===== src/rtl/icache_refill_ctrl_pkg.sv =====
// Shared types and constants for the fetch-side refill controller.
package fetch_pkg;

    typedef enum logic [1:0] {IDLE, REQ, FILL} refill_state_t;

    localparam int          WORDS_PER_LINE_DEFAULT = 4;
    localparam int          LINE_OFFSET_BITS       = $clog2(WORDS_PER_LINE_DEFAULT * 4);
    localparam logic [31:0] NOP_INSTR              = 32'h00000013;

    // Byte-offset bits inside a line of 'words' 32-bit words.
    function automatic int line_offset_bits(input int words);
        return $clog2(words * 4);
    endfunction

endpackage


===== src/rtl/icache_refill_ctrl_sat_counter.sv =====
// Saturating up-counter; holds at all-ones.
module sat_counter #(
    parameter int WIDTH = 16
) (
    input  logic             clk,
    input  logic             rst,
    input  logic             inc_i,
    output logic [WIDTH-1:0] count_o
);
    logic [WIDTH-1:0] count_q;

    always_ff @(posedge clk) begin
        if (rst) begin
            count_q <= '0;
        end else if (inc_i && (count_q != '1)) begin
            count_q <= count_q + 1'b1;
        end
    end

    assign count_o = count_q;
endmodule


===== src/rtl/icache_refill_ctrl.sv =====
// Instruction-cache line refill sequencer: miss -> burst request -> word fill -> valid.
//   state | meaning
//   IDLE  | lookup each cycle; a clean miss latches the line base and starts a refill
//   REQ   | burst request held until memory accepts
//   FILL  | write each returned beat; last beat pulses fill_done_o
module icache_refill_ctrl
    import fetch_pkg::*;
#(
    parameter int DATA_WIDTH     = 32,
    parameter int ADDR_WIDTH     = 32,
    parameter int WORDS_PER_LINE = 4,
    parameter int CNT_WIDTH      = 16
) (
    input  logic                  clk,
    input  logic                  rst,
    input  logic [ADDR_WIDTH-1:0] PCF,
    input  logic                  hit_i,
    input  logic                  redirect_i,
    output logic                  mem_req_o,
    output logic [ADDR_WIDTH-1:0] mem_addr_o,
    input  logic                  mem_ready_i,
    input  logic                  mem_rvalid_i,
    input  logic [DATA_WIDTH-1:0] mem_rdata_i,
    output logic                  fill_we_o,
    output logic [ADDR_WIDTH-1:0] fill_addr_o,
    output logic [DATA_WIDTH-1:0] fill_data_o,
    output logic                  fill_done_o,
    output logic                  stall_f_o,
    output logic                  flush_d_o,
    output logic [CNT_WIDTH-1:0]  miss_count_o
);
    localparam int                    OFF      = line_offset_bits(WORDS_PER_LINE);
    localparam int                    CW       = $clog2(WORDS_PER_LINE);
    localparam logic [ADDR_WIDTH-1:0] OFF_MASK = (ADDR_WIDTH'(1) << OFF) - 1'b1;
    localparam logic [CW-1:0]         LAST_CNT = CW'(WORDS_PER_LINE - 1);

    refill_state_t         state_q, state_d;
    logic [CW-1:0]         cnt_q, cnt_d;
    logic [ADDR_WIDTH-1:0] base_q, base_d;
    logic                  abort_q, abort_d;
    logic                  abort_unused;

    logic miss_start;
    logic last_beat;

    // Outputs are forced quiet while reset is asserted.
    assign miss_start = ~rst & (state_q == IDLE) & ~hit_i & ~redirect_i;
    assign last_beat  = (cnt_q == LAST_CNT);

    always_comb begin
        state_d = state_q;
        cnt_d   = cnt_q;
        base_d  = base_q;
        abort_d = abort_q;
        case (state_q)
            IDLE: begin
                abort_d = 1'b0;
                if (miss_start) begin
                    base_d  = PCF & ~OFF_MASK;
                    state_d = REQ;
                end
            end
            REQ: begin
                if (redirect_i) abort_d = 1'b1;
                if (mem_ready_i) begin
                    cnt_d   = '0;
                    state_d = FILL;
                end
            end
            FILL: begin
                if (redirect_i) abort_d = 1'b1;
                if (mem_rvalid_i) begin
                    cnt_d = cnt_q + 1'b1;
                    if (last_beat) state_d = IDLE;
                end
            end
            default: state_d = IDLE;
        endcase
    end

    always_ff @(posedge clk) begin
        if (rst) begin
            state_q <= IDLE;
            cnt_q   <= '0;
            base_q  <= '0;
            abort_q <= 1'b0;
        end else begin
            state_q <= state_d;
            cnt_q   <= cnt_d;
            base_q  <= base_d;
            abort_q <= abort_d;
        end
    end

    // The redirect-during-refill flag is kept for debug probing only.
    assign abort_unused = abort_q;

    assign mem_req_o   = ~rst & (state_q == REQ);
    assign mem_addr_o  = base_q;
    assign fill_we_o   = ~rst & (state_q == FILL) & mem_rvalid_i;
    assign fill_addr_o = fill_we_o ? (base_q + ADDR_WIDTH'({cnt_q, 2'b00})) : '0;
    assign fill_data_o = fill_we_o ? mem_rdata_i : '0;
    assign fill_done_o = fill_we_o & last_beat;
    assign stall_f_o   = miss_start | (~rst & (state_q != IDLE));
    assign flush_d_o   = stall_f_o;

    sat_counter #(.WIDTH(CNT_WIDTH)) u_miss_cnt (
        .clk     (clk),
        .rst     (rst),
        .inc_i   (miss_start),
        .count_o (miss_count_o)
    );
endmodule


===== config.mk =====
export PLATFORM = sky130hd
export DESIGN_NAME = icache_refill_ctrl
export DESIGN_NICKNAME = d
export VERILOG_FILES = /design/src/rtl/icache_refill_ctrl_pkg.sv /design/src/rtl/icache_refill_ctrl_sat_counter.sv /design/src/rtl/icache_refill_ctrl.sv
export SDC_FILE = /design/constraint.sdc
export NUM_CORES = 1
export LEC_CHECK = 0
export CORE_MARGIN = 4
export CORE_UTILIZATION = 36
export CTS_CLUSTER_DIAMETER = 30
export CTS_CLUSTER_SIZE = 12
export DETAILED_ROUTE_END_ITERATION = 7
export PLACE_DENSITY = 0.86
export SYNTH_ARGS = -nofsm -noshare
export SYNTH_HDL_FRONTEND = slang
export SYNTH_SLANG_ARGS = --single-unit

===== constraint.sdc =====
create_clock -name clk -period 6.1 [get_ports clk]
set_clock_uncertainty 0.2 [all_clocks]
set_input_delay 0.915 -clock clk [delete_from_list [all_inputs] [get_ports clk]]
set_output_delay 0.915 -clock clk [all_outputs]
set_load 0.01 [all_outputs]

==> impl_metrics.yaml <==
setup_path:
  r2r_end: "u_miss_cnt.count_o[11]$_SDFFE_PP0P_"
  cp_common_cell: "clkdlybuf4s50_1"
  start_kind: "primary input"
  r2r_setup_slack_ps: 3480
  r2r_start: "state_q[1]$_SDFFE_PP0P_"
  cpPeakStageDelay_ps: 760
  cp_slowest_cell: "inv_1"
  end_kind: "output pin"
  crit_chain: "clkdlybuf4s50_1, buf_4, inv_1, nand2_1, nor2_1, clkdlybuf4s50_1"
  critPathKind: "primary input to output pin"
  crit_required_ps: 4980
  ff2ff_path_depth: 4
  path_max_fanout: 32
  arrival_ps: 3260
cts:
  cts_tree: "yes"
  cts.clk_slew.worst_paths_ps: 80
  holdBufCountCts: 0
  h-tree-depth: 2
  numCtsBuffers: 5
  cts_root_buf: "clkbuf_8"
  clock_sinks: 48
  ctsLongestPathBuffers: 2
  cts_setup_buffers: 0
  clock_latency_ps: 290
  ctsResizeCount: 0
timing:
  slew_headroom: 0.2834
  report.final.slew_viol_count: 0
  setup_viol: 0
  hold_viol_final: 0
  tightest_slew_ps: 1072
  fin_setup_tns_ps: 0
  grt_setup_unrepaired: "no"
  finalCriticalPeriod_ps: 4372
  max_freq_mhz: 228.8
  period_share: 0.7166
hold_path:
  hp-class: "flip-flop to flip-flop"
  min_from: "mem_addr_o[31]$_SDFFE_PP0P_"
  min_path_cells: 2
  worst_hold_path.endpoint: "mem_addr_o[31]$_SDFFE_PP0P_"
pwr:
  p_sw_frac: 0.2269
  peakVddDrop_mv: 0.1132
  power_density_mw_per_mm2: 154.4
  pwr-share-clk: 0.336
  comb_power_share: 0.162
  p_int_mw: 0.5134
  switchingPower_mw: 0.1507
  cellLeakagePower_nw: 1.501
  p_total_mw: 0.6642
  p_seq_frac: 0.501
route:
  routed_wl_mm: 8.300
  first_iter_violations: 99
  wl_per_cell_um: 14.51
  vias: 2807
  first_pass_iters: 4
  drc: 0
  ant_nets: 0
  viasPerCell: 4.907
layout:
  layout-drive-gt1-share: 0.03030
  final_cell_mix: "clkdlybuf4s50_1 (176), nand2_1 (68), dfxtp_1 (48)"
  fin_area_mm2: 0.004300
  stdcell_count: 572
  nets: 566
  area_delta_synth_final_pct: 77.81
  fill_cells: 531
  antennaDiodeCount: 0
  final_common_cell: "clkdlybuf4s50_1"
floorplan:
  die_w_um: 89.97
  die_area_mm2: 0.008094
  num_rows: 29
  die_h_um: 89.97
  io-pin-count: 187
  core_area_mm2: 0.006422
  floorplan.initialDensity: 0.3766
logic_synthesis:
  synthFlopType: "dfxtp_1"
  synth-seq-cells: 48
  synth_top_family_by_area: "simple AND/OR/NAND/NOR gates"
  synth-simple-area-share: 0.3616
  synth_edf_count: 0
  synth_mux_area_frac: 0.01345
  syn-cell-area_mm2: 0.002419
  avgSynthCellArea_um2: 7.307
  synth_cell_types: 39
  syn_inst: 331
  synth-xor-area-share: 0
  yosysSeqAreaShare: 0.3973
  synth_fa_ha_area_frac: 0.01035
  synth-compound-area-share: 0.1547
  yosys_warnings: 0
  async_flop_share: 0
placement:
  place_area_mm2: 0.004193
  hpwl_mm: 6.424
  place_inst: 564
  gp_congestion: 0.8202
  portBuffers: 176
flow_run:
  drv_cap: 0
global_routing:
  grt_antenna_before_repair: 0
  grt-ovfl-total: 0
  grt_use_total: 0.1966
  grt_start_max_net_pins: 59
  grt_pass1_wl_mm: 13.39
  first_global_vias: 2669
status:
  status: "finished, final reports clean"
## final cells by class
class,instances,area (um2),share of cell area
Inverter,4,15.01,0.003491
Clock buffer,6,72.57,0.01688
Tap cell,77,96.34,0.02240
Multi-Input combinational cell,256,1336,0.3107
Clock inverter,2,35.03,0.008147
Sequential cell,48,960.9,0.2235
Timing Repair Buffer,179,1784,0.4149
## through the flow
step | util | hold slack, ps | worst slack [ps]
finish | 0.6696 | 293.7 | 1728
global route | 0.6696 | 337.9 | 1512
detailed placement | 0.6528 | 285.8 | 1713
floorplan | - | 302.9 | 3075
CTS | 0.6696 | 298.8 | 1689
global placement | 0.6528 | 273.5 | 1691
## worst max-delay path by stage
stage / start / to / slack, ps
floorplan: mem_rvalid_i / fill_data_o[22] / 3080
global placement: rst / fill_addr_o[4] / 1690
detailed placement: rst / fill_addr_o[4] / 1710
CTS: rst / fill_addr_o[4] / 1690
global route: rst / fill_addr_o[4] / 1510
finish: rst / fill_addr_o[4] / 1730
## power by group through the flow
stage | logic, mW | clock network [mW] | registers, mW
after CTS | 0.109 | 0.230 | 0.333
after global routing | 0.116 | 0.245 | 0.335
after floorplan | 0.0310 | 0 | 0.344
final | 0.108 | 0.223 | 0.333
after global placement | 0.107 | 0 | 0.339
after detailed placement | 0.108 | 0 | 0.340
## critical path: cells and delay by family
| kind | cells | cell delay, ps |
|---|---|---|
| buffers and inverters | 4 | 1950 |
| and+or+nand+nor | 2 | 360 |
## synthesized netlist by cell type, types with 5 or more instances
cell type,instances,area (um2)
a21oi_1,14,70.07
and2_1,35,219.0
buf_4,7,52.55
clkbuf_1,17,63.81
dfxtp_1,48,960.9
nand2_1,68,255.2
nand3_1,7,35.03
nand4_1,5,31.28
nor2_1,36,135.1
o21ai_0,34,170.2
o31ai_1,6,45.04
or4_1,7,52.55
## layer usage
layer | track usage | part of all wire | wire, um | vias up
li1 | - | - | - | 1431
met1 | 0.2328 | 0.41 | 3408 | 1277
met2 | 0.3540 | 0.51 | 4207 | 93
met3 | 0.06093 | 0.077 | 637 | 6
met4 | 0.03316 | 0.0055 | 46 | 0
met5 | 0 | 0 | 0 | -
## registers in the layout, indices dropped and copies added, names as in the netlist
signal              cells
state_q                 2
cnt_q                   2
mem_addr_o             28
u_miss_cnt.count_o     16
## cells by family after synthesis
family / count (synthesis)
AND/OR/NAND/NOR: 180
AO/OA/AOI/OAI: 65
flip-flops: 48
buffers and inverters: 32
multiplexers: 3
adder cells (fa/ha/maj): 2
other: 1
Note: power is estimated with default switching activity, not from simulation.
==> RTL edit 1 (same settings) <==
The parameter `ADDR_WIDTH` goes from 32 to 16.
--- a/src/rtl/icache_refill_ctrl.sv
+++ b/src/rtl/icache_refill_ctrl.sv
@@ -7,7 +7,7 @@
     import fetch_pkg::*;
 #(
     parameter int DATA_WIDTH     = 32,
-    parameter int ADDR_WIDTH     = 32,
+    parameter int ADDR_WIDTH     = 16,
     parameter int WORDS_PER_LINE = 4,
     parameter int CNT_WIDTH      = 16
 ) (
Interface: changed (resized PCF, fill_addr_o and mem_addr_o); port bits go from 187 to 139. The function was not compared with the original's and may differ.
==> RTL edit 1 against the unedited design <==
Final cell count shrank 25%. Worst setup slack worse by 37 ps. Core utilization is 0.44 points lower. Via count is 24% lower. Critical path depth unchanged. Global-route usage fell by 0.61 points. Area after synthesis down 25%. Design area shrank 25%. Routed wire length shrank 26%. Sequential cell count down 16. Power fell by 32%. Critical path type unchanged. Largest cell class unchanged.
==> RTL edit 1: results (changes against the unedited design) <==
* P_int at 0.338 mW (-34%)
* CP max stage cell: clkdlybuf4s50_1
* First-pass GRT wire length at 9560 um (-29%)
* Tot GR Track Use at 0.191 (-0.00606)
* Non-filler cells in the finished layout at 431 (-25%)
* Worst R2R Path Depth at 6 (+2)
* DP Worst Slack at 1680 ps (-32.5 ps)
* IO buf count at 128 (-27%)
* Critical Path Max Stage Delay at 580 ps (-180 ps)
* Comb power frac at 0.155 (-0.007)
* GR Util met1 at 0.221 (-0.0115)
* WP data arrival at 3290 ps (+30 ps)
* Synth cell count leaders: and2_1, nand2_1, dfxtp_1
* Worst Path Max Fanout at 22 (-31%)
* Met2 wire len at 3120 um (-26%)
* Power Total at 0.449 mW (-32%)
* Min Tclk post-route at 4410 ps (+36.5 ps)
* Met2 global-route usage at 0.337 (-0.0173)
* Met3 routed WL at 517 um (-19%)
* Synthesis Warnings at 0 (unchanged)
* VDD IR-drop max at 0.141 mV (+24%)
* Unique masters post-synth at 38 (-2.6%)
* DR top layer: met4
* Post-layout net count at 419 (-26%)
* R2r endpoint: u_miss_cnt.count_o[3]$_SDFFE_PP0P_
* Largest net degree at the start of global routing at 37 (-37%)
* Detail Placement HPWL at 4700 um (-27%)
* Reg2reg setup slack at 3560 ps (+80 ps)
* Pleak at 1.09 nW (-27%)
* Post-CTS setup buffers at 0 (unchanged)
* Clk power at 0.161 mW (-28%)
* Mapped Cells at 241 (-27%)
* Max reg flops at 16 (-43%)
* RR Startpoint: u_miss_cnt.count_o[0]$_SDFFE_PP0P_
* Overall routed net length at 6180 um (-26%)
* Outcome: finished clean
* Post-Route M1 WL at 2430 um (-29%)
* Synth area leaders: dfxtp_1, and2_1, nand2_1, o21ai_0, nor2_1
* Post-Place Cell Area at 0.00312 mm2 (-26%)
* Hold wc startpoint: mem_addr_o[15]$_SDFFE_PP0P_
* Iter 0 DRT Violations at 147 (+48%)
* Register area share after synthesis at 0.352 (-0.0454)
* Met3 usage at 0.0601 (-0.000844)
* Vias in the first global route at 1888 (-29%)
* Via density per instance at 4.93 (+0.42%)
* CTS clk-pin slew, worst paths at 60 ps (-20 ps)
-- RTL edit 1: cell count changes in the layout (fill, tap and decap cells not counted), sizes merged, moves of 16 or more --
cell and delta:
clkdlybuf4s50 -48, dfxtp -16, nand2 -34, nor2 -16, o21ai -17
-- RTL edit 1: logic make-up (layout without fill, tap and decap cells) --
family | Yosys count | after routing | share of synthesized area
buffers and inverters | 26 | 144 | 0.0763
adder cells (fa/ha/maj) | 2 | 2 | 0.0137
flip-flops | 32 | 32 | 0.352
other | 1 | 6 | 0.00206
multiplexers | 4 | 4 | 0.0234
AO/OA/AOI/OAI | 45 | 45 | 0.148
AND/OR/NAND/NOR | 131 | 131 | 0.384
-- RTL edit 1: final cells by class --
type                            instances  area (um2)  area share
Clock buffer                            5        68.8      0.0215
Clock inverter                          3        18.8     0.00586
Inverter                                4        15.0     0.00469
Multi-Input combinational cell        188        1070       0.333
Sequential cell                        32         641       0.200
Tap cell                               67        83.8      0.0262
Timing Repair Buffer                  132        1310       0.409
==> RTL edit 2 (same flow settings) <==
Without the edit above. Make the reset (`rst`) asynchronous in 2 clocked blocks.
--- a/src/rtl/icache_refill_ctrl_sat_counter.sv
+++ b/src/rtl/icache_refill_ctrl_sat_counter.sv
@@ -9,7 +9,7 @@
 );
     logic [WIDTH-1:0] count_q;
 
-    always_ff @(posedge clk) begin
+    always_ff @(posedge clk or posedge rst) begin
         if (rst) begin
             count_q <= '0;
         end else if (inc_i && (count_q != '1)) begin
--- a/src/rtl/icache_refill_ctrl.sv
+++ b/src/rtl/icache_refill_ctrl.sv
@@ -78,7 +78,7 @@
         endcase
     end
 
-    always_ff @(posedge clk) begin
+    always_ff @(posedge clk or posedge rst) begin
         if (rst) begin
             state_q <= IDLE;
             cnt_q   <= '0;
Function: differs if rst is asserted again (counterexample within 4 cycles, from zero or initial values and one cycle with rst high); with rst held inactive, the same outputs for 10 cycles.
==> RTL edit 2 against the unedited design <==
Routed wire length up 0.51%. Global-route usage is 0.61 points lower. Sequential cell count is the same. Via count decreased by 8.3%. Worst setup slack worse by 140 ps. Core utilization decreased by 2.1 points. Hold slack improved by 1.1 ps. Register-to-register slack improved by 530 ps. Area after synthesis up 7.0%. Design area grew 4.2%. Count of clock-buffer cells in the layout stayed put. Critical endpoint is now fill_addr_o[6]. Largest cell class unchanged. Highest routed layer unchanged.
Power is not compared: it rests on default switching activity, and its combinational part moved more than twofold at a synthesized area within 25%.
==> RTL edit 2: results (changes against the unedited design) <==
* Detail Placement HPWL at 6620 um (+3.0%)
* Register area share after synthesis at 0.464 (+0.0667)
* Pins over their slew limit at 0 (unchanged)
* Final setup fails at 0 (unchanged)
* Outcome: finished clean
* Post-Place Cell Area at 0.00440 mm2 (+5.0%)
* TritonCTS Buffers at 5 (unchanged)
* Clk buf depth at 2 (unchanged)
* Unique masters post-synth at 34 (-13%)
* Met2 global-route usage at 0.344 (-0.00968)
* GR Util met1 at 0.226 (-0.00716)
* Reg2reg setup slack at 4010 ps (+530 ps)
* Met3 usage at 0.0520 (-0.00894)
* Average footprint of a synthesized cell at 8.69 um2 (+19%)
* Post-CTS setup buffers at 0 (unchanged)
* VDD IR-drop max at 0.143 mV
* DP Worst Slack at 1530 ps (-184 ps)
* H-tree levels at 2 (unchanged)
* CTS clk-pin slew, worst paths at 80 ps (about the same)
* Critical Path Max Stage Delay at 750 ps
* First-pass GRT wire length at 13200 um (-1.1%)
* IO buf count at 176 (unchanged)
* Iter 0 DRT Violations at 98 (-1.0%)
* Final setup margin at 1590 ps (-137 ps)
* Worst-Skew Late Latency at 290 ps (about the same)
* Hold WC Path Type: reg -> reg
* Synthesis Warnings at 0 (unchanged)
* Hold Slack at 295 ps (+1.11 ps)
* Routability cong. at 0.856 (+4.4%)
* Async set or reset register ratio after synthesis at 1.00 (+1.00)
* Clk root buf: clkbuf_8
* Diode count at 0 (unchanged)
* Max reg flops at 28 (unchanged)
* Drt wl/cell at 14.8 um (+2.1%)
* Vias in the first global route at 2587 (-3.1%)
* WP data arrival at 3390 ps (+130 ps)
* CP max stage cell: nor2_4
* Layout cells sized above 1 at 0.0407 (+0.0104)
* Post-layout net count at 539 (-4.8%)
* Synth area leaders: dfrtp_1, and2_1, nand2_1, xor2_1, buf_4
* Initial antenna violation count at 0 (unchanged)
* Pleak at 2.02 nW
* Largest net degree at the start of global routing at 65 (+10%)
* Post-CTS resize count at 0 (unchanged)
* Tot GR Track Use at 0.190 (-0.00613)
* Drt pass-1 iters at 4 (unchanged)
* Non-filler cells in the finished layout at 563 (-1.6%)
* Via density per instance at 4.57 (-6.8%)
* Worst Path Max Fanout at 64 (+100%)
* Worst-Margin Slew at 1010 ps (-64.3 ps)
* Synth cell count leaders: nand2_1, and2_1, dfrtp_1
## RTL edit 2: cell count changes after synthesis, moves of 10 or more
cell | before | now
dfxtp_1 | 48 | 0
a21oi_1 | 14 | 4
dfrtp_1 | 0 | 48
o21ai_0 | 34 | 3
nand2_1 | 68 | 92
and2_1 | 35 | 63
nor2_1 | 36 | 7
xor2_1 | 0 | 13
## RTL edit 2: metal layers
layer | vias to the layer above | part of all wire
met3 | 8 | 0.072
met2 | 114 | 0.53
met4 | 0 | 0.013
met5 | - | 0
li1 | 1264 | -
met1 | 1189 | 0.39
## RTL edit 2: worst max-delay path, delay by kind of cell
family | cells | cell delay [ps]
buffers and inverters | 2 | 1030
and+or+nand+nor | 4 | 1420
## RTL edit 2: power breakdown
part	switching, mW	internal, mW	leakage (nW)
combinational	0.241	0.336	1.37
sequential	0.108	0.430	0.609
clock	0.100	0.0782	0.0410
total	0.449	0.844	2.02
## RTL edit 2: cell families after synthesis
family,synth area share
AO/OA/AOI/OAI,0.0189
other,0.00145
buffers and inverters,0.0474
adder cells (fa/ha/maj),0.00966
flip-flops,0.464
multiplexers,0.00580
AND/OR/NAND/NOR,0.402
XOR/XNOR,0.0508
## RTL edit 2: path summary, 6_finish.rpt
| path | start | to | cells past startpoint |
|---|---|---|---|
| max | mem_rvalid_i | fill_addr_o[6] | 6 |
| min | mem_addr_o[13]$_DFFE_PP0P_ | mem_addr_o[13]$_DFFE_PP0P_ | 2 |
| max reg2reg | state_q[1]$_DFFE_PP0P_ | u_miss_cnt.count_o[1]$_DFFE_PP0P_ | 5 |
| min reg2reg | mem_addr_o[13]$_DFFE_PP0P_ | mem_addr_o[13]$_DFFE_PP0P_ | 2 |
| max in group asynchronous | rst | mem_addr_o[5]$_DFFE_PP0P_ | 2 |
| min in group asynchronous | rst | state_q[1]$_DFFE_PP0P_ | 2 |
## RTL edit 2: area by class of cell
| class | count | area [um2] |
|---|---|---|
| timing repair buffer | 178 | 1780 |
| tap | 96 | 120 |
| sequential | 48 | 1200 |
| inverter | 3 | 11.3 |
| clock inverter | 1 | 5.00 |
| clock buffer | 6 | 72.6 |
| fill | 625 | 2430 |
| multi-input combinational | 231 | 1290 |
